==> src/rtl/arith_pkg.sv <==
// Shared arithmetic definitions for the nibble-serial adder: slice width,
// sequencer states and the two's-complement overflow rule.
package arith_pkg;

   localparam int NIB_W = 4;

   typedef enum logic [1:0] {IDLE, RUN, DONE} seq_state_t;

   // Signed overflow: operands agree in sign but the result does not.
   function automatic logic ovf_f(input logic sa, input logic sb, input logic sr);
      return (sa == sb) && (sr != sa);
   endfunction

endpackage

==> src/rtl/nibble_adder.sv <==
// 4-bit ripple-carry slice built from four full adders; it has no overflow logic
// because the sequencer owns the sign decision.
module full_adder (
   input  logic a,
   input  logic b,
   input  logic cin,
   output logic sum,
   output logic cout
);
   assign sum  = a ^ b ^ cin;
   assign cout = (a & b) | (cin & (a ^ b));
endmodule

module nibble_adder
   import arith_pkg::*;
(
   input  logic [NIB_W-1:0] a,
   input  logic [NIB_W-1:0] b,
   input  logic             cin,
   output logic [NIB_W-1:0] sum,
   output logic             cout
);
   logic [NIB_W:0] c;

   assign c[0] = cin;

   for (genvar i = 0; i < NIB_W; i++) begin : g_fa
      full_adder u_fa (
         .a    (a[i]),
         .b    (b[i]),
         .cin  (c[i]),
         .sum  (sum[i]),
         .cout (c[i+1])
      );
   end

   assign cout = c[NIB_W];
endmodule

==> src/rtl/nibble_serial_adder_ctrl.sv <==
// Wide signed add/subtract computed one nibble per clock, LSB nibble first,
// through a single shared 4-bit ripple slice with a registered carry.
module nibble_serial_adder_ctrl
   import arith_pkg::*;
#(
   parameter int NIBBLES = 4,
   localparam int W = NIB_W * NIBBLES
)(
   input  logic         clk,
   input  logic         rst_n,
   input  logic         start,
   input  logic         sub,
   input  logic [W-1:0] a,
   input  logic [W-1:0] b,
   output logic         busy,
   output logic         done,
   output logic [W-1:0] sum,
   output logic         cout,
   output logic         ovf
);
   localparam int IDX_W = $clog2(NIBBLES);
   localparam logic [IDX_W-1:0] LAST_IDX = IDX_W'(NIBBLES - 1);

   // Handshake: start (with sub/a/b) is taken only on an edge where busy=0;
   // busy stays high until the done cycle inclusive, and done is a one-cycle
   // pulse after which sum/cout/ovf hold until the next accepted start.
   seq_state_t       state_q, state_d;
   logic [W-1:0]     a_r, b_r;
   logic [IDX_W-1:0] idx_q;
   logic             carry_q;
   logic [W-1:0]     sum_q;
   logic             cout_q, ovf_q;
   logic [NIB_W-1:0] slice_a, slice_b, slice_sum;
   logic             slice_cout;
   logic             accept, last_nib;

   assign accept   = (state_q == IDLE) && start;
   assign last_nib = (idx_q == LAST_IDX);
   assign slice_a  = a_r[NIB_W*idx_q +: NIB_W];
   assign slice_b  = b_r[NIB_W*idx_q +: NIB_W];

   nibble_adder u_slice (
      .a    (slice_a),
      .b    (slice_b),
      .cin  (carry_q),
      .sum  (slice_sum),
      .cout (slice_cout)
   );

   always_ff @(posedge clk) begin
      if (!rst_n) state_q <= IDLE;
      else        state_q <= state_d;
   end

   always_comb begin
      state_d = state_q;
      case (state_q)
         IDLE:    if (start)    state_d = RUN;
         RUN:     if (last_nib) state_d = DONE;
         DONE:                  state_d = IDLE;
         default:               state_d = IDLE;
      endcase
   end

   // Subtraction is a + ~b + 1: the +1 enters as the initial carry.
   always_ff @(posedge clk) begin
      if (!rst_n) begin
         a_r     <= '0;
         b_r     <= '0;
         idx_q   <= '0;
         carry_q <= 1'b0;
         sum_q   <= '0;
         cout_q  <= 1'b0;
         ovf_q   <= 1'b0;
      end else if (accept) begin
         a_r     <= a;
         b_r     <= sub ? ~b : b;
         carry_q <= sub;
         idx_q   <= '0;
         sum_q   <= '0;
         cout_q  <= 1'b0;
         ovf_q   <= 1'b0;
      end else if (state_q == RUN) begin
         sum_q[NIB_W*idx_q +: NIB_W] <= slice_sum;
         carry_q <= slice_cout;
         idx_q   <= idx_q + IDX_W'(1);
         if (last_nib) begin
            cout_q <= slice_cout;
            ovf_q  <= ovf_f(a_r[W-1], b_r[W-1], slice_sum[NIB_W-1]);
         end
      end
   end

   assign busy = (state_q != IDLE);
   assign done = (state_q == DONE);
   assign sum  = sum_q;
   assign cout = cout_q;
   assign ovf  = ovf_q;

endmodule

==> config.mk <==
export PLATFORM = sky130hd
export DESIGN_NAME = nibble_serial_adder_ctrl
export DESIGN_NICKNAME = d
export VERILOG_FILES = /design/src/rtl/arith_pkg.sv /design/src/rtl/nibble_adder.sv /design/src/rtl/nibble_serial_adder_ctrl.sv
export SDC_FILE = /design/constraint.sdc
export NUM_CORES = 1
export LEC_CHECK = 0
export CORE_MARGIN = 3
export CORE_UTILIZATION = 40
export DETAILED_ROUTE_END_ITERATION = 16
export PLACE_DENSITY = 0.67
export RECOVER_POWER = 50
export SYNTH_ARGS = -nofsm -noshare
export SYNTH_HDL_FRONTEND = slang
export SYNTH_SLANG_ARGS = --single-unit
export TNS_END_PERCENT = 50
==> constraint.sdc <==
create_clock -name clk -period 2.9 [get_ports clk]
set_input_delay 0.435 -clock clk [delete_from_list [all_inputs] [get_ports clk]]
set_output_delay 0.435 -clock clk [all_outputs]
set_load 0.02 [all_outputs]
# Yosys cells after proc, flatten, opt, wreduce, memory -nomap -nowiden
# Cells that the tools add are included.
dict set report classes {
  n_addsub 2
  n_mul 0
  n_div 0
  magnitude_cmp 0
  eq_ne 7
  shift 4
  muxes 7
  bitwise_logic 22
  reduce_logical 8
}
# op n
set op_table {}
lappend op_table {{4-bit negator with 34-bit output} 1}
lappend op_table {{4-bit by 34-bit variable shift with 16-bit output (first input constant)} 1}
lappend op_table {{4-bit by 34-bit variable part select with 16-bit output} 1}
lappend op_table {{16-bit by 5-bit variable part select with 4-bit output} 2}
lappend op_table {{16-bit bitwise mux} 1}
lappend op_table {{16-bit 2-to-1 mux} 1}
lappend op_table {{16-bit NOT} 1}
lappend op_table {{1-bit AND} 8}
lappend op_table {{1-bit XOR} 8}
lappend op_table {{2-bit equality test (second input constant)} 2}
lappend op_table {{2-bit 2-to-1 mux} 2}
lappend op_table {{2-bit != test (second input constant)} 2}
lappend op_table {{1-bit OR} 4}
lappend op_table {{2-bit case mux with 2 select lines} 1}
lappend op_table {{2-bit AND reduction} 2}
lappend op_table {{2-bit nonzero test} 2}
lappend op_table {{2-bit by 1-bit adder with 2-bit output (second input constant)} 1}
lappend op_table {{2-bit by 1-bit equality test with 1-bit output (second input constant)} 1}
lappend op_table {{1-bit logical AND} 2}
lappend op_table {{2-bit logical NOT} 1}
lappend op_table {{1-bit 2-to-1 mux} 2}
lappend op_table {{2-bit OR reduction} 1}
lappend op_table {{1-bit equality test} 1}
lappend op_table {{1-bit != test} 1}
lappend op_table {{1-bit NOT} 1}
dict set report totals {
  regBits 55
  latch_bits 0
  mem_bits_rw 0
  romBits 0
  inputBits 36
  output_inout_bits 20
  wordCells 58
  mem_count 0
}

# Depth between registers and ports, before layout
dict set report logic_depth {
  depth_word 12
  depth_mapped 12
  mapped_depth_nobuf 11
}

# By module
# A second synthesis with hierarchy kept.
dict set report unflattened {
  cells_unflattened 257
  hier_area_um2 2615.0
}
# module instances cells_per_inst area_per_inst_um2 seq_area_each_um2
set by_module_without_submodules {}
lappend by_module_without_submodules {nibble_serial_adder_ctrl 1 253 2534.9 1101.1}
lappend by_module_without_submodules {full_adder 4 1 20.0 0.0}

# Least setup slack after synthesis
# OpenSTA, ideal clock, no wires.
dict set report synth_timing {
  kind {register to register}
  start {register idx_q[0]}
  end {register ovf_q, in the netlist ovf}
  setup_ns 0.079
  t_arrival_ns 2.840
  slack_ns -0.020
  path_stages_with_launch 13
  synth_period_minus_slack_ns 2.920
  cell_sequence {dfxtp_1 > buf_2 > mux4_2 > inv_1 > fa_1 > inv_1 > fa_1 > inv_1 > fa_1 > inv_1 > fa_1 > nand3b_1 > a211oi_2}
}
dict set report synth_via {
  elab_chain_len 11
  word_cells_on_any_way 20
}
# item line
set synth_lines {}
lappend synth_lines {{from (decl)} nibble_serial_adder_ctrl.sv:29} ;# logic [IDX_W-1:0] idx_q;
lappend synth_lines {{from (signal assigned)} nibble_serial_adder_ctrl.sv:86} ;# idx_q <= idx_q + IDX_W'(1);
lappend synth_lines {{16-bit by 5-bit variable part select with 4-bit output, on equally long branches} {nibble_serial_adder_ctrl.sv:39, nibble_serial_adder_ctrl.sv:40}}
lappend synth_lines {{1-bit XOR} nibble_adder.sv:11} ;# assign cout = (a & b) | (cin & (a ^ b));
lappend synth_lines {{1-bit AND} nibble_adder.sv:11}
lappend synth_lines {{1-bit OR} nibble_adder.sv:11}
lappend synth_lines {{1-bit AND} nibble_adder.sv:11}
lappend synth_lines {{1-bit OR} nibble_adder.sv:11}
lappend synth_lines {{1-bit AND} nibble_adder.sv:11}
lappend synth_lines {{1-bit OR} nibble_adder.sv:11}
lappend synth_lines {{1-bit XOR} nibble_adder.sv:10} ;# assign sum = a ^ b ^ cin;
lappend synth_lines {{1-bit != test} arith_pkg.sv:11} ;# return (sa == sb) && (sr != sa);
lappend synth_lines {{1-bit logical AND} arith_pkg.sv:11}
lappend synth_lines {{to (signal assigned)} nibble_serial_adder_ctrl.sv:89} ;# ovf_q <= ovf_f(a_r[W-1], b_r[W-1], slice_sum[NIB_W-1]);
lappend synth_lines {{to (decl)} nibble_serial_adder_ctrl.sv:32} ;# logic cout_q, ovf_q;
# Parallel ways exist; a longest one is shown, timed or not.
# A chain may end at the register's enable or synchronous reset.

# Final worst setup path
dict set report layout_timing {
  start {register idx_q[1]}
  end {register ovf_q, in the netlist ovf}
}
# Same word-level chain as after synthesis.

==> impl_results.md <==
- Worst clock skew: 0.009084 ns
- Antenna diode count: 0
- Count of flip-flops with a built-in enable after synthesis: 0
- Crit-path max FO: 6
- Switching Share: 26.30%
- Share of power burned in registers: 53.1%
- Outcome: finished, final reports clean
- CTS hold repair buffers: 0
- Clk buf depth: 2
- Top-level I/O count: 56
- Largest net degree at the start of global routing: 49
- P_int: 0.001141 W
- Leakage power of the design: 1.396 nW
- Number of distinct library cells after synthesis: 35
- Netlist area before placement: 2768 µm²
- Compound-gate portion of the synthesized area: 16.46%
- Most frequently used flop master after synthesis: sky130_fd_sc_hd__dfxtp_1
- Number of design rule violations left after detail routing: 0
- Skew-Pair Late Insertion Delay: 0.31 ns
- Slew of the pin with the lowest slew margin: 0.8491 ns
- Maximum operating frequency: 360.7 MHz
- Layout cell share with drive strength beyond 1: 13.95%
- Net Count, Synth: 333
- Peak supply drop: 189.7 µV
- Antenna violation net count after detailed routing: 0
- Setup Total Neg Slack: 0 ns
- Floorplan row count: 29
- Area taken by flip-flops and latches: 1106 µm²
- Cell family with the largest share of critical-path delay: adder cells
- Crit path max-delay cell type: sky130_fd_sc_hd__fa_2
- First drt pass iteration count: 4
- Total power divided by cell area: 449.0 nW/µm²
- Number of warnings issued by yosys: 0
- Adder and majority gate portion of the synthesized area: 5.606%
- Cell at the root of the clock tree: sky130_fd_sc_hd__clkbuf_8
- Gate count of the mapped netlist: 287
- Multi-input gate area: 1505 µm²
- Global-route wire length before repair: 9591 µm
- Min-Delay Path Class: register to register
- Number of sinks on the clock net: 55
- Count of H-tree levels built during CTS: 2
- Detailed placement HPWL: 4264 µm
- GRT Overall Usage: 15.44%
- Total gr overflow: 0
- Combinational family with the most area after synthesis: simple AND/OR/NAND/NOR gates
- DR vias: 2131
- Max-capacitance violation count: 0
- Average instance area after synthesis: 9.643 µm²
- Final estimated routing congestion in global placement: 0.7809
- Final count of pins violating max slew: 0
- Fillcell total: 640
- Most frequent cells in the layout: 67 x sky130_fd_sc_hd__nand2_1, 53 x sky130_fd_sc_hd__dfxtp_1, 38 x sky130_fd_sc_hd__clkdlybuf4s50_1, 17 x sky130_fd_sc_hd__xnor2_1, 17 x sky130_fd_sc_hd__dlygate4sd3_1
- Placed Instance Area: 3358 µm²
- Number of antenna violations at the first check in global routing: 0
- Post-synthesis to final-layout area growth: 24.59%
- Post-layout instance area: 3448 µm²
- Slowest stage delay, CP: 0.50 ns
- Required arrival time at the worst endpoint: 3.14 ns
- Count of routing violations after the opening detailed-route iteration: 127
- Fraction of registers with async set or reset after synthesis: 0%
- Type of the setup path with the least slack: register to register
- Area fraction of the dominant cell type after synthesis: 39.78%
- Post-Route WL: 5680 µm
- Worst-case headroom to the max-slew limit: 43.39%
- Post-route fraction of the period consumed by the critical path: 95.59%
- Part of the power in the clock network: 27.2%
- Effective utilization at floorplan: 42.38%
- Fraction of synthesized area in multiplexers: 6.510%
- Number of buffers inserted by post-CTS setup repair: 0
- Biggest area consumer among synthesized cells: sky130_fd_sc_hd__dfxtp_1
- Type of element launching the critical path: register
- # setup viols final: 0
- Fin crit period: 2.772 ns
- Height of the die: 89.18 µm
- Die X-Extent: 89.18 µm
- Post-Synth Simple-Gate Area: 20.21%
- CP endpoint kind: register
- CTS Buf Count: 5
- Cells taking the most area after synthesis: sky130_fd_sc_hd__dfxtp_1 40%, sky130_fd_sc_hd__nand2_1 9.1%, sky130_fd_sc_hd__mux4_2 6.5%
- XOR/XNOR share of the synthesized area: 5.380%
- Setup repair after global routing missed its margin: no
- Nets: 383
- Signal arrival time at the worst endpoint: 3.01 ns
- Sum of buffers and inverters on the critical path: 5
- P_sw: 0.0004072 W
- TritonCTS clock tree: built
- Number of synthesized register bits: 55
- Number of buffers added on ports: 55
- Number of vias per cell after detailed routing: 5.147
- Routed len/inst: 13.72 µm
- Proportion of power drawn by combinational gates: 19.7%
- Vias in the first global route: 2017
- Proportion of synthesized chip area in sequential cells: 39.78%
- Ordered cell list for the critical path: buf_4 > mux4_2 > inv_2 > fa_1 > inv_2 > fa_2 > inv_2 > fa_2 > inv_1 > fa_2 > nand3b_1 > a211oi_2
- Final-report hold violation count: 0
- Die area: 7953 µm²
- Post-CTS clock slew at the launch and capture registers of the worst setup and hold paths: 0.09 ns
- Core region area: 6531 µm²
- Commonest non-fill, non-tap cell in the layout: sky130_fd_sc_hd__nand2_1
-- worst register-to-register path, delay by kind of cell, from the launching register on --
kind                       cells  cell delay [ns]
adders and majority gates      4             1.37
buffers and inverters          5             0.40
DFF                            1             0.34
muxes                          1             0.22
and+or+nand+nor                1             0.20
AOI/OAI and AO/OA              1             0.18
-- layout make-up --
| type | count | area share [%] |
|---|---|---|
| clock buffers | 6 | 2.395 |
| clock inverters | 1 | 0.1451 |
| inverters | 10 | 1.089 |
| multi-input cells | 201 | 43.65 |
| flip-flops and latches | 55 | 32.08 |
| well taps | 77 | 2.794 |
| repair buffers | 64 | 17.85 |
-- cells by family after synthesis --
logic type | after synthesis
XOR/XNOR | 17
AND/OR/NAND/NOR | 109
adder cells (fa/ha/maj) | 10
buffers and inverters | 31
multiplexers | 8
flip-flops | 55
AO/OA/AOI/OAI | 57
-- synth_stat cells (8+ instances only) --
master                      n
sky130_fd_sc_hd__nand2_1   67
sky130_fd_sc_hd__dfxtp_1   55
sky130_fd_sc_hd__xnor2_1   17
sky130_fd_sc_hd__a21boi_1  16
sky130_fd_sc_hd__o211a_1   16
sky130_fd_sc_hd__a21oi_1   12
sky130_fd_sc_hd__a21oi_2    9
sky130_fd_sc_hd__inv_1      9
sky130_fd_sc_hd__buf_2      8
sky130_fd_sc_hd__mux4_2     8
sky130_fd_sc_hd__nand4_1    8
sky130_fd_sc_hd__nand4b_1   8
-- per-stage QoR --
stage | setup slack (ns) | util [%] | total power, W | instances | hold WS, ns
after floorplan | 0.05375 | - | 0.001043 | 287 | 0.4319
after detailed placement | 0.01295 | 51.42 | 0.001148 | 407 | 0.4472
after global routing | 0.009148 | 52.80 | 0.001631 | 414 | 0.4755
after global placement | 0.08147 | 51.42 | 0.001144 | 407 | 0.4429
after CTS | 0.04441 | 52.78 | 0.001568 | 414 | 0.4599
final | 0.1278 | 52.80 | 0.001548 | 414 | 0.4539
-- worst paths after layout --
kind / start / endpoint / slack, ns / depth (start not counted)
hold reg to reg: sum[14]$_SDFFE_PP0P_ / sum[14]$_SDFFE_PP0P_ / 0.45 / 2
hold / removal: sum[14]$_SDFFE_PP0P_ / sum[14]$_SDFFE_PP0P_ / 0.45 / 2
setup / recovery: idx_q[1]$_SDFFE_PP0P_ / ovf$_SDFFE_PP0P_ / 0.13 / 12
setup reg to reg: idx_q[1]$_SDFFE_PP0P_ / ovf$_SDFFE_PP0P_ / 0.13 / 12
-- registers in the layout (all words and copies together) (netlist names) --
signal,count
sum,16
state_q,2
cout,1
b_r,16
ovf,1
idx_q,2
a_r,16
carry_q,1
-- routing by layer --
| metal | global-route usage, % | wire length, µm | vias up |
|---|---|---|---|
| met2 | 24.72 | 2651 | 43 |
| met4 | 5.683 | 72 | 0 |
| li1 | - | - | 1085 |
| met1 | 20.99 | 2705 | 997 |
| met3 | 2.581 | 250 | 6 |
| met5 | 0 | 0 | - |
-- power groups by stage --
| stage | sequential [W] | clock [W] | combinational, W |
|---|---|---|---|
| final | 0.000822 | 0.000421 | 0.000306 |
| after detailed placement | 0.000841 | 0 | 0.000307 |
| after CTS | 0.000824 | 0.000436 | 0.000308 |
| after floorplan | 0.000831 | 0 | 0.000212 |
| after global placement | 0.000840 | 0 | 0.000303 |
| after global routing | 0.000828 | 0.000464 | 0.000339 |
-- timing repair --
item,in CTS,in global routing
gates resized for setup,1,10
hold endpoints to repair,0,0
endpoints found under the setup margin,1,5
pin swaps,0,3
(Power assumes the default switching activity.)
